==> src/rtl/wb_arbiter_pkg.sv <==
// Shared constants for the write-back arbiter: register-file geometry,
// the default data width and the hard-wired zero register index.
package wb_arbiter_pkg;

   localparam int NUM_REGS     = 32;
   localparam int REG_IDX_W    = $clog2(NUM_REGS);
   localparam int XLEN_DEFAULT = 64;

   localparam logic [REG_IDX_W-1:0] REG_ZERO = '0;

   // x0 is architecturally constant and must never be written or forwarded.
   function automatic logic is_zero_reg(input logic [REG_IDX_W-1:0] idx);
      return idx == REG_ZERO;
   endfunction

endpackage

==> src/rtl/wb_arbiter_rr_arbiter.sv <==
// Round-robin grant selection: search starts at ptr_i, goes up in index and
// wraps to 0; the first asserted request wins. Output is one-hot or zero.
module rr_arbiter #(
   parameter int N     = 3,
   parameter int PTR_W = (N > 1) ? $clog2(N) : 1
) (
   input  logic [N-1:0]     req_i,
   input  logic [PTR_W-1:0] ptr_i,
   output logic [N-1:0]     gnt_o
);

   logic found;

   // Two passes: indices at/above the pointer first, then the wrapped ones.
   always_comb begin
      gnt_o = '0;
      found = 1'b0;
      for (int j = 0; j < N; j++) begin
         if (!found && req_i[j] && (j >= int'(ptr_i))) begin
            gnt_o[j] = 1'b1;
            found    = 1'b1;
         end
      end
      for (int j = 0; j < N; j++) begin
         if (!found && req_i[j] && (j < int'(ptr_i))) begin
            gnt_o[j] = 1'b1;
            found    = 1'b1;
         end
      end
   end

endmodule

==> src/rtl/wb_arbiter.sv <==
// Write-back arbiter: NREQ requesters compete for one register-file write
// port. Grants are round-robin and combinational; the winning write is
// registered and presented on rf_* one cycle later.
// Optional macro WB_FWD_EN adds a bypass of the in-flight write onto two
// register-file read operands.
//
// Handshake: a requester transfers when req_valid[i] and req_ready[i] are
// both high at a posedge. req_ready never depends on req_ready of others
// or on data; it is one-hot or zero, zero during reset or freeze, and
// only ever high for a requester whose req_valid is high.
module wb_arbiter
   import wb_arbiter_pkg::*;
#(
   parameter int NREQ = 3,
   parameter int XLEN = XLEN_DEFAULT
) (
   input  logic                       clk,
   input  logic                       rst,
   input  logic                       freeze,
   input  logic [NREQ-1:0]            req_valid,
   output logic [NREQ-1:0]            req_ready,
   input  logic [NREQ*REG_IDX_W-1:0]  req_rd,
   input  logic [NREQ*XLEN-1:0]       req_wd,
   output logic                       rf_we,
   output logic [REG_IDX_W-1:0]       rf_rd,
   output logic [XLEN-1:0]            rf_wd,
   output logic                       busy
`ifdef WB_FWD_EN
   ,
   input  logic [REG_IDX_W-1:0]       fwd_rs1,
   input  logic [REG_IDX_W-1:0]       fwd_rs2,
   input  logic [XLEN-1:0]            rf_rd1,
   input  logic [XLEN-1:0]            rf_rd2,
   output logic [XLEN-1:0]            op_rd1,
   output logic [XLEN-1:0]            op_rd2
`endif
);

   localparam int PTR_W = (NREQ > 1) ? $clog2(NREQ) : 1;

   logic [PTR_W-1:0]     ptr_q, ptr_d;
   logic                 rf_we_q, rf_we_d;
   logic [REG_IDX_W-1:0] rf_rd_q, rf_rd_d;
   logic [XLEN-1:0]      rf_wd_q, rf_wd_d;

   logic [NREQ-1:0]      req_masked;
   logic [NREQ-1:0]      gnt;
   logic                 xfer;
   logic [PTR_W-1:0]     gnt_idx;
   logic [REG_IDX_W-1:0] sel_rd;
   logic [XLEN-1:0]      sel_wd;

   // Nothing may be granted while in reset or frozen.
   assign req_masked = (rst || freeze) ? '0 : req_valid;

   rr_arbiter #(
      .N     (NREQ),
      .PTR_W (PTR_W)
   ) u_rr (
      .req_i (req_masked),
      .ptr_i (ptr_q),
      .gnt_o (gnt)
   );

   assign req_ready = gnt;
   assign xfer      = |gnt;

   // Mux the granted requester's index and data onto the write path.
   always_comb begin
      gnt_idx = '0;
      sel_rd  = '0;
      sel_wd  = '0;
      for (int j = 0; j < NREQ; j++) begin
         if (gnt[j]) begin
            gnt_idx = PTR_W'(j);
            sel_rd  = req_rd[j*REG_IDX_W +: REG_IDX_W];
            sel_wd  = req_wd[j*XLEN +: XLEN];
         end
      end
   end

   // Next-state: capture a granted write (x0 writes are consumed but
   // suppressed), advance the pointer past the winner, else hold.
   always_comb begin
      rf_we_d = 1'b0;
      rf_rd_d = rf_rd_q;
      rf_wd_d = rf_wd_q;
      ptr_d   = ptr_q;
      if (xfer) begin
         rf_we_d = !is_zero_reg(sel_rd);
         rf_rd_d = sel_rd;
         rf_wd_d = sel_wd;
         ptr_d   = (gnt_idx == PTR_W'(NREQ-1)) ? '0 : gnt_idx + 1'b1;
      end
   end

   // Output registers and priority pointer; reset cancels any pending write.
   always_ff @(posedge clk) begin
      if (rst) begin
         rf_we_q <= 1'b0;
         rf_rd_q <= '0;
         rf_wd_q <= '0;
         ptr_q   <= '0;
      end else begin
         rf_we_q <= rf_we_d;
         rf_rd_q <= rf_rd_d;
         rf_wd_q <= rf_wd_d;
         ptr_q   <= ptr_d;
      end
   end

   assign rf_we = rf_we_q;
   assign rf_rd = rf_rd_q;
   assign rf_wd = rf_wd_q;
   assign busy  = rf_we_q;

`ifdef WB_FWD_EN
   // Bypass the write being presented this cycle onto matching operands.
   always_comb begin
      op_rd1 = rf_rd1;
      op_rd2 = rf_rd2;
      if (rf_we_q && (rf_rd_q == fwd_rs1) && !is_zero_reg(fwd_rs1)) begin
         op_rd1 = rf_wd_q;
      end
      if (rf_we_q && (rf_rd_q == fwd_rs2) && !is_zero_reg(fwd_rs2)) begin
         op_rd2 = rf_wd_q;
      end
   end
`endif

endmodule

==> config.mk <==
export PLATFORM = sky130hd
export DESIGN_NAME = wb_arbiter
export DESIGN_NICKNAME = d
export VERILOG_FILES = /design/src/rtl/wb_arbiter_pkg.sv /design/src/rtl/wb_arbiter_rr_arbiter.sv /design/src/rtl/wb_arbiter.sv
export SDC_FILE = /design/constraint.sdc
export NUM_CORES = 1
export LEC_CHECK = 0
export ABC_AREA = 1
export BUFFER_PORTS_ARGS = -buffer_cell sky130_fd_sc_hd__buf_2
export CORE_MARGIN = 2
export CORE_UTILIZATION = 30
export CTS_BUF_LIST = sky130_fd_sc_hd__clkbuf_8
export DETAILED_ROUTE_END_ITERATION = 16
export PLACE_DENSITY_LB_ADDON = 0.15
export SYNTH_ARGS = -nofsm -noshare
export SYNTH_HDL_FRONTEND = slang
export SYNTH_SLANG_ARGS = --single-unit
export TNS_END_PERCENT = 1
==> constraint.sdc <==
create_clock -name clk -period 2.8 [get_ports clk]
set_clock_uncertainty 0.1 [all_clocks]
set_input_delay 0.28 -clock clk [delete_from_list [all_inputs] [get_ports clk]]
set_output_delay 0.28 -clock clk [all_outputs]
set_load 0.05 [all_outputs]
# ---- After elaboration in Yosys (flattened, before gate mapping)
# Cells that the tools add are included.
dict set report totals {
  romBits 0
  reg_bits 72
  latchBits 0
  output_inout_bits 74
  ramBits 0
  word_cells 54
  in_bits 213
  n_memories 0
}
dict set report op_classes {
  eq_ne 1
  order_cmp 6
  n_addsub 1
  bitwise 1
  n_reduce_logical 21
  shift 0
  mul 0
  div_mod_pow 0
  n_mux 20
}
# operator count
set ops {}
lappend ops {{$mux 64} 3}
lappend ops {{$mux 5} 3}
lappend ops {{$logic_and 1x1->1} 11}
lappend ops {{$mux 1} 11}
lappend ops {{$logic_not 1->1} 6}
lappend ops {{$logic_not 5->1} 1}
lappend ops {{$ge 1x2->1 const A} 2}
lappend ops {{$lt 1x2->1 const A} 2}
lappend ops {{$mux 2} 2}
lappend ops {{$mux 3} 1}
lappend ops {{$reduce_or 3->1} 1}
lappend ops {{$add 2x1->2 const B} 1}
lappend ops {{$eq 2x2->1 const B} 1}
lappend ops {{$ge 2x2->1 const A} 1}
lappend ops {{$lt 2x2->1 const A} 1}
lappend ops {{$reduce_or 2->1} 1}
lappend ops {{$logic_or 1x1->1} 1}
lappend ops {{$not 1->1} 1}

# ---- Depth between registers and ports, before layout
# Gate-level depths: netlist of the first run.
dict set report depth {
  ltp_word 27
  mapped_depth 13
  mapped_depth_nobuf 11
}

# ---- By module
# A second synthesis of the first run with hierarchy kept.
dict set report hier_totals {
  cells_unflattened 523
  hier_area_um2 3658.5
}
# module seq_area_each_um2 area_each_um2 instances cells_each
set modules_own_cells {}
lappend modules_own_cells {wb_arbiter 1441.4 3573.4 1 503}
lappend modules_own_cells {rr_arbiter 0.0 85.1 1 20}

# ---- Worst setup path after synthesis of the first run
# OpenSTA, ideal clock, no wires.
dict set report synth_timing {
  path_kind {reg2reg}
  startpoint {register ptr_q[1]}
  endpoint {register rf_rd_q[2] (netlist: rf_rd[2])}
  path_slack_ns 0.791
  period_less_slack_ns 2.009
  required_time_ns 2.630
  setup_ns 0.070
  path_stages_with_launch 10
  path_buffers 1
  t_arrival_ns 1.839
  path_cell_list {dfxtp_1 nor2_1 nand3_2 nand2_1 nor2_2 nand3_2 nand2_4 buf_1 a21oi_1 a21oi_1}
}
dict set report synth_via {
  word_cells_on_any_way 36
  cone_classes {order compare (6); mux (13); reduce/logical (17)}
}
# item line_no
set synth_lines {}
lappend synth_lines {{from (decl)} wb_arbiter.sv:41} ;# logic [PTR_W-1:0] ptr_q, ptr_d;
lappend synth_lines {{from (signal assigned)} wb_arbiter.sv:108} ;# ptr_q <= ptr_d;
lappend synth_lines {{$ge 1x2->1} wb_arbiter_rr_arbiter.sv:19} ;# if (!found && req_i[j] && (j >= int'(ptr_i))) begin
lappend synth_lines {{$logic_and 1x1->1} wb_arbiter_rr_arbiter.sv:19}
lappend synth_lines {{$mux 1} wb_arbiter_rr_arbiter.sv:19}
lappend synth_lines {{$logic_not 1->1} wb_arbiter_rr_arbiter.sv:19}
lappend synth_lines {{$logic_and 1x1->1 (2 in series)} wb_arbiter_rr_arbiter.sv:19}
lappend synth_lines {{$mux 1} wb_arbiter_rr_arbiter.sv:19}
lappend synth_lines {{$logic_not 1->1} wb_arbiter_rr_arbiter.sv:19}
lappend synth_lines {{$logic_and 1x1->1 (2 in series)} wb_arbiter_rr_arbiter.sv:19}
lappend synth_lines {{$mux 1} wb_arbiter_rr_arbiter.sv:19}
lappend synth_lines {{$logic_not 1->1} wb_arbiter_rr_arbiter.sv:25} ;# if (!found && req_i[j] && (j < int'(ptr_i))) begin
lappend synth_lines {{$logic_and 1x1->1 (2 in series)} wb_arbiter_rr_arbiter.sv:25}
lappend synth_lines {{$mux 1} wb_arbiter_rr_arbiter.sv:25}
lappend synth_lines {{$logic_not 1->1} wb_arbiter_rr_arbiter.sv:25}
lappend synth_lines {{$logic_and 1x1->1 (2 in series)} wb_arbiter_rr_arbiter.sv:25}
lappend synth_lines {{$mux 1 *} wb_arbiter_rr_arbiter.sv:25}
lappend synth_lines {{named net req_ready[1]} wb_arbiter.sv:21} ;# output logic [NREQ-1:0] req_ready,
lappend synth_lines {{$mux 5 (2 in series)} wb_arbiter.sv:74} ;# if (gnt[j]) begin
lappend synth_lines {{to (signal assigned)} wb_arbiter.sv:106} ;# rf_rd_q <= rf_rd_d;
lappend synth_lines {{to (decl)} wb_arbiter.sv:43} ;# logic [REG_IDX_W-1:0] rf_rd_q, rf_rd_d;
# Mark *: on every way through the listed nets, which the timed path passes. The rest lies on a longest branch.
# A chain may end at the register's enable or synchronous reset.

# ---- Worst setup path in the final report of the first run
dict set report layout_timing {
  startpoint {register ptr_q[0]}
  endpoint {output port req_ready[1]}
}
dict set report layout_via {
  elab_chain_len 19
  word_cells_on_any_way 24
  cone_classes {order compare (5); mux (6); reduce/logical (13)}
}
# item line_no
set layout_rtl {}
lappend layout_rtl {{$ge 1x2->1} wb_arbiter_rr_arbiter.sv:19}
lappend layout_rtl {{$logic_and 1x1->1} wb_arbiter_rr_arbiter.sv:19}
lappend layout_rtl {{$mux 1} wb_arbiter_rr_arbiter.sv:19}
lappend layout_rtl {{$logic_not 1->1} wb_arbiter_rr_arbiter.sv:19}
lappend layout_rtl {{$logic_and 1x1->1 (2 in series)} wb_arbiter_rr_arbiter.sv:19}
lappend layout_rtl {{$mux 1} wb_arbiter_rr_arbiter.sv:19}
lappend layout_rtl {{$logic_not 1->1} wb_arbiter_rr_arbiter.sv:19}
lappend layout_rtl {{$logic_and 1x1->1 (2 in series)} wb_arbiter_rr_arbiter.sv:19}
lappend layout_rtl {{$mux 1} wb_arbiter_rr_arbiter.sv:19}
lappend layout_rtl {{$logic_not 1->1} wb_arbiter_rr_arbiter.sv:25}
lappend layout_rtl {{$logic_and 1x1->1 (2 in series)} wb_arbiter_rr_arbiter.sv:25}
lappend layout_rtl {{$mux 1} wb_arbiter_rr_arbiter.sv:25}
lappend layout_rtl {{$logic_not 1->1} wb_arbiter_rr_arbiter.sv:25}
lappend layout_rtl {{$logic_and 1x1->1 (2 in series)} wb_arbiter_rr_arbiter.sv:25}
lappend layout_rtl {{$mux 1 *} wb_arbiter_rr_arbiter.sv:25}
lappend layout_rtl {{to (decl)} wb_arbiter.sv:21}
# Mark *: on every way between the ends. The rest lies on a longest branch, timed or not.

==> results.md, run 1 <==
- Status: finished clean
- Non-filler cells, final: 1149
- GP Congestion: between 0.8 and 0.9
- Clock root buffer: clkbuf_8
- # Post-CTS Setup Buffers: 0
- Critical path startpoint category: flip-flop
- Clock Pin Slew Worst Setup and Hold Paths: ~0.080 ns
- Slew at the pin closest to its max-slew limit: 0.671 ns
- Initial antenna violation count: 1
- Crit. End Element: primary output
- Die width: between 100 and 150 um
- Met1 WL: 6.13 mm
- CP startpoint: ptr_q[0]
- CTS HTree Levels: 3
- CP top delay family: buffers and inverters
- DRT Pass-1 Iters: 4
- Placed Cells: between 1000 and 1500
- Row count: 42
- R2R depth: 8
- Reg2reg start: ptr_q[0]
- CP max FO: 71
- RSZ-0062 raised after global routing: no
- Dpl hpwl: between 10 and 15 mm
- Cts repair resizes: 0
- Crit path to: req_ready[1]
- Layout cells sized above 1: 0.330
- Syn_area_per_cell: 5.79 um2
- Crit share post-route: 0.834
- Hold slack: 0.0498 ns
- Final Slew Violations: 0
- CTS tree: done
- Fmax: 0.428 GHz
- Min Tclk post-route: between 2 and 2.5 ns
- Setup_tns: 0 ns
- PortBufs: approximately 290
- Post-synthesis cell count: 701
- Maxcap violations: 0
- Worst hold path depth: 2
- WP buf/inv: 2
- Die area: approximately 14000 um2
- CTS sink count: 72
- Met2 WL post-DR: between 6 and 7 mm
- Sequence of cells on the critical path: nor2_1, nand3_2, nand2_1, nor2_2, nand3_2, nand2_4, buf_12, buf_2
- Longest Clk Path Bufs: 2
- P&R area growth vs syn: 41.4%
- Setup violators final: 0
- Die H: ~120 um
- Crit path arrival time: approximately 2.0 ns
- Largest vdd supply drop: between 300 and 400 uV
- Grt ovf: 0
- Routed length on met3: around 1.3 mm
- CP Class: reg -> out
- Hold bufs inserted after CTS: 0
- I/O pins: around 290
- Commonest non-fill, non-tap cell in the layout: buf_2
- Number of synthesis warnings: 0
- CTS Buf Count: 9
- Total Power: about 3.2 mW
- Largest net degree at the start of global routing: around 70
- DRC: 0
- WL final: between 10 and 15 mm
- Crit path top cell by count: nand3_2
- Most frequent cells in the layout: buf_2, nor2_1, nand2_1
- Post-synth net total: 914
- Slowest CP cell: dfxtp_1
- Worst setup margin: about 0.47 ns
- Vias: around 5100
- Post-route ant nets: 0
- Final Net Count: 1180
- Crit. path cell count: 8
- Worst skew pair latency: 0.35 ns
- FF-to-FF End: rf_wd[42]
- Critical Path Max Stage Delay: roughly 0.40 ns
- Reg-to-reg setup timing slack: about 0.7 ns
- Async S/R FF share, synth: 0
- Pwr/cell area: around 560 nW/um2
- 1st-iter DRT viols: ~220
- Primary FF master, synth: dfxtp_1
- Post-synthesis sequential area ratio: 0.355
- Number of global-route vias before repair: slightly below 5000
- DR top layer: met4
- Post-Syn Area: around 4100 um2
- Total GRT Usage: 0.202
- Dpl ws: between 0.5 and 0.6 ns
- EDFF count, synth: 0
- Initial Utilization: 0.307
- Fin. Hold Viols: 0
- Rel. slew slack: 0.553
- DR WL/cell: approximately 13 um
- HP Class: in -> reg
- Via density: 4.44
- CORE AREA: around 13000 um2
- WP data required: 2.42 ns
- Synth Register Bits: roughly 70
- P_leak: about 3.3 nW
- First-pass GRT wire length: ~23 mm
- Post-synthesis cell type count: 24
-- worst min-delay path by stage --
stage                         start         to  slack, ns
after floorplan                 rst   ptr_q[1]       0.25
after global placement    rf_wd[43]  rf_wd[43]       0.37
after detailed placement  rf_wd[26]  rf_wd[26]       0.38
after CTS                       rst   ptr_q[1]       0.03
after global routing            rst   ptr_q[1]       0.06
final                           rst   ptr_q[1]       0.05
-- final cells by class --
type,instances,area [um2]
Antenna cell,1,2.50
Clock buffer,10,138
Clock inverter,6,22.5
Fill cell,1530,7500
Inverter,10,37.5
Multi-Input combinational cell,577,2350
Sequential cell,72,1440
Tap cell,176,220
Timing Repair Buffer,297,1530
-- stage by stage --
| stage | area (um2) | utilization |
|---|---|---|
| 6_report | 5740 | 0.433 |
| 5_1_grt | 5740 | 0.433 |
| 4_1_cts | 5740 | 0.433 |
| 3_5_place_dp | 5580 | 0.421 |
| 3_3_place_gp | 5580 | 0.421 |
| 2_1_floorplan | 4060 | - |
-- report_power, final --
part | internal (mW) | leakage, nW | switching [mW]
sequential | 1.15 | 0.596 | 0.0604
clock | 0.327 | 0.104 | 0.377
combinational | 0.359 | 2.63 | 0.916
total | 1.84 | 3.33 | 1.35
-- worst register-to-register path, cell delays in order, from the launching register on --
cell and delay (ns):
dfxtp_1 0.40, nand4_1 0.17, o21ai_4 0.40, nor2_8 0.10
inv_2 0.31, buf_4 0.30, nor2_1 0.07, nor2_1 0.11
nor2_1 0.06
-- cells by family after synthesis --
family,count (synthesis),synth area share
compound gates,69,0.0882
buf+inv,52,0.0654
simple gates,508,0.491
flops,72,0.355
-- cells in the mapped netlist (4+ instances only) --
cell | count | share of area
inv_1 | 8 | 0.0074
buf_4 | 5 | 0.0092
nand3b_1 | 4 | 0.0074
clkbuf_1 | 8 | 0.0074
buf_2 | 17 | 0.021
buf_1 | 8 | 0.0074
nor2_1 | 265 | 0.25
nand2_1 | 217 | 0.20
nand3_1 | 11 | 0.014
o21ai_1 | 25 | 0.031
o21ai_0 | 40 | 0.049
buf_6 | 4 | 0.011
dfxtp_1 | 72 | 0.36
-- per-layer routing --
layer | vias up | track usage
li1 | 2686 | -
met1 | 2175 | 0.232
met2 | 217 | 0.348
met3 | 26 | 0.0552
met4 | 0 | 0.0923
met5 | - | 0
-- sequential cells by signal, indices dropped and copies added, names as in the netlist --
| signal | flops |
|---|---|
| busy | 1 |
| ptr_q | 2 |
| rf_rd | 5 |
| rf_wd | 64 |
Power figures use the tool's default switching activity.
==> inputs of run 2 (changes only) <==
==> constraint.sdc (replaced) <==
create_clock -name clk -period 2.3 [get_ports clk]
set_clock_uncertainty 0.1 [all_clocks]
set_input_delay 0.23 -clock clk [delete_from_list [all_inputs] [get_ports clk]]
set_output_delay 0.23 -clock clk [all_outputs]
set_load 0.05 [all_outputs]
==> results.md, run 2 (same netlist as run 1, synthesis figures left out) <==
- Status: finished clean
- Sequential power share: 0.376
- RSZ-0062 raised after global routing: no
- Crit path arrival time: approximately 1.8 ns
- Final Slew Violations: 0
- Reg2reg start: ptr_q[0]
- Rel. slew slack: 0.651
- Critical path startpoint category: flip-flop
- Reg-to-reg setup timing slack: 0.41 ns
- Maxcap violations: 0
- CTS tree: done
- 1st-iter DRT viols: approximately 220
- Clock root buffer: clkbuf_8
- Layout cells sized above 1: 0.335
- Critical Path Max Stage Delay: 0.40 ns
- Comb pwr share: 0.402
- CP startpoint: ptr_q[0]
- Final Net Count: 1184
- HP Class: in -> reg
- Largest vdd supply drop: roughly 320 uV
- Initial antenna violation count: 0
- Die area: 14500 um2
- Dpl hpwl: between 10 and 15 mm
- Fmax: roughly 0.47 GHz
- P&R area growth vs syn: 43.5%
- Post-layout util: 0.440
- Via density: roughly 4.4
- Post-route ant nets: 0
- Clock share of power: 0.222
- Area occupied by multi-input gates: 2350 um2
- Grt ovf: 0
- Number of fill cells: around 1500
- CP max FO: 38
- Crit share post-route: 0.928
- CTS Buf Count: 9
- Initial Utilization: 0.307
- WP data required: roughly 2 ns
- Slowest CP cell: dfxtp_1
- Crit. End Element: primary output
- I/O pins: around 290
- WP buf/inv: 2
- CP Class: reg -> out
- Most frequent cells in the layout: buf_2, nor2_1, nand2_1
- CTS HTree Levels: 3
- Die width: between 100 and 150 um
- Row count: 42
- Longest Clk Path Bufs: 2
- DRT Pass-1 Iters: 4
- R2R depth: 12
- Setup violators final: 0
- Largest net degree at the start of global routing: 40
- Die H: 120 um
- Pwr/cell area: 676 nW/um2
- Reg area: ~1400 um2
- Min Tclk post-route: 2.13 ns
- Total GRT Usage: 0.198
- Commonest non-fill, non-tap cell in the layout: buf_2
- CORE AREA: 13200 um2
- Crit. path cell count: 8
- CP top delay family: simple AND/OR/NAND/NOR gates
- Power Internal: ~2.3 mW
- Setup_tns: 0 ns
- Max reg flops: 64
- Vias: slightly above 5000
- Sequence of cells on the critical path: nor2_1, nand3_2, nand2_1, nor2_2, nand3_2, nand2_4, buf_12, clkbuf_4
- WL final: ~15 mm
- P_sw: 1.65 mW
- Clock Pin Slew Worst Setup and Hold Paths: roughly 0.07 ns
- CTS sink count: ~70
- Start point of the worst hold path: req_rd[7]
- First-pass GRT wire length: between 20 and 25 mm
- Crit path top cell by count: nand3_2
- Number of global-route vias before repair: 4761
- P_leak: about 3.4 nW
- DRC: 0
- Switching share of power: 0.418
- Slew at the pin closest to its max-slew limit: 0.523 ns
- Worst skew pair latency: about 0.34 ns
- FF-to-FF End: rf_wd[55]
- Crit path to: req_ready[1]
- Fin. Hold Viols: 0
- PortBufs: about 290
- GP Congestion: between 0.8 and 0.9
- Antenna diodes: 0
- DR WL/cell: about 13 um
==> run 2: cell count changes in the layout (fill, tap and decap cells not counted), sizes merged <==
cell | previous run | this run
dlygate4sd3 | 0 | 1
inv | 16 | 11
diode | 1 | 0
buf | 297 | 299
clkinv | 0 | 1
clkbuf | 10 | 12
==> run 2: worst min-delay path by stage <==
stage                     endpoint  slack [ns]  cells past startpoint
after floorplan           ptr_q[1]        0.20                      1
after global placement    ptr_q[1]        0.37                      2
after detailed placement  ptr_q[1]        0.37                      2
after CTS                 ptr_q[1]      0.0006                      2
after global routing          busy        0.05                      3
final                         busy        0.05                      3
==> run 2: metrics by stage <==
step           area (um2)  power, mW  hold slack (ns)  std cells  setup WS (ns)
2_1_floorplan        4060       2.59            0.202        701          0.291
3_5_place_dp         5650       3.10            0.373       1135          0.358
5_1_grt              5820       4.19           0.0539       1149         0.0248
6_report             5820       3.94           0.0465       1149          0.165
3_3_place_gp         5650       3.10            0.369       1135          0.399
4_1_cts              5810       3.99         0.000590       1148          0.106
==> run 2: cell type report <==
cell class | count | area share
multi-input combinational | 577 | 0.404
timing repair buffer | 301 | 0.277
sequential | 72 | 0.248
tap | 176 | 0.0378
clock buffer | 11 | 0.0260
inverter | 10 | 0.00645
clock inverter | 2 | 0.00150
==> run 2: worst reg2reg max path, stage by stage (launching register included) <==
cell and delay [ns]:
dfxtp_1 0.40, nor2_1 0.08, nand3_2 0.11, nand2_1 0.07, nor2_2 0.11, nand3_2 0.09
nand2_4 0.12, nor2_8 0.06, nand2_2 0.09, buf_4 0.22, inv_1 0.15, nor2_1 0.13
nor2_1 0.05
==> run 2: layer usage <==
layer	routed length, um	GRT usage
met5	0	0
met4	352	0.0647
met1	6150	0.224
met2	6900	0.356
met3	1210	0.0599
==> run 2: repair_timing <==
item / 4_1_cts / 5_1_grt
setup buffers: 0 / 0
gates resized for setup: 0 / 1
endpoints found under the setup margin: 0 / 1
hold endpoints to repair: 0 / 1
hold buffers: 0 / 1
==> run 2: power by group through the flow <==
| stage | Combinational (mW) | Clock (mW) | Sequential [mW] |
|---|---|---|---|
| 2_1_floorplan | 0.557 | 0 | 2.04 |
| 3_3_place_gp | 1.60 | 0 | 1.50 |
| 3_5_place_dp | 1.60 | 0 | 1.50 |
| 4_1_cts | 1.60 | 0.912 | 1.48 |
| 5_1_grt | 1.72 | 0.970 | 1.50 |
| 6_report | 1.58 | 0.875 | 1.48 |
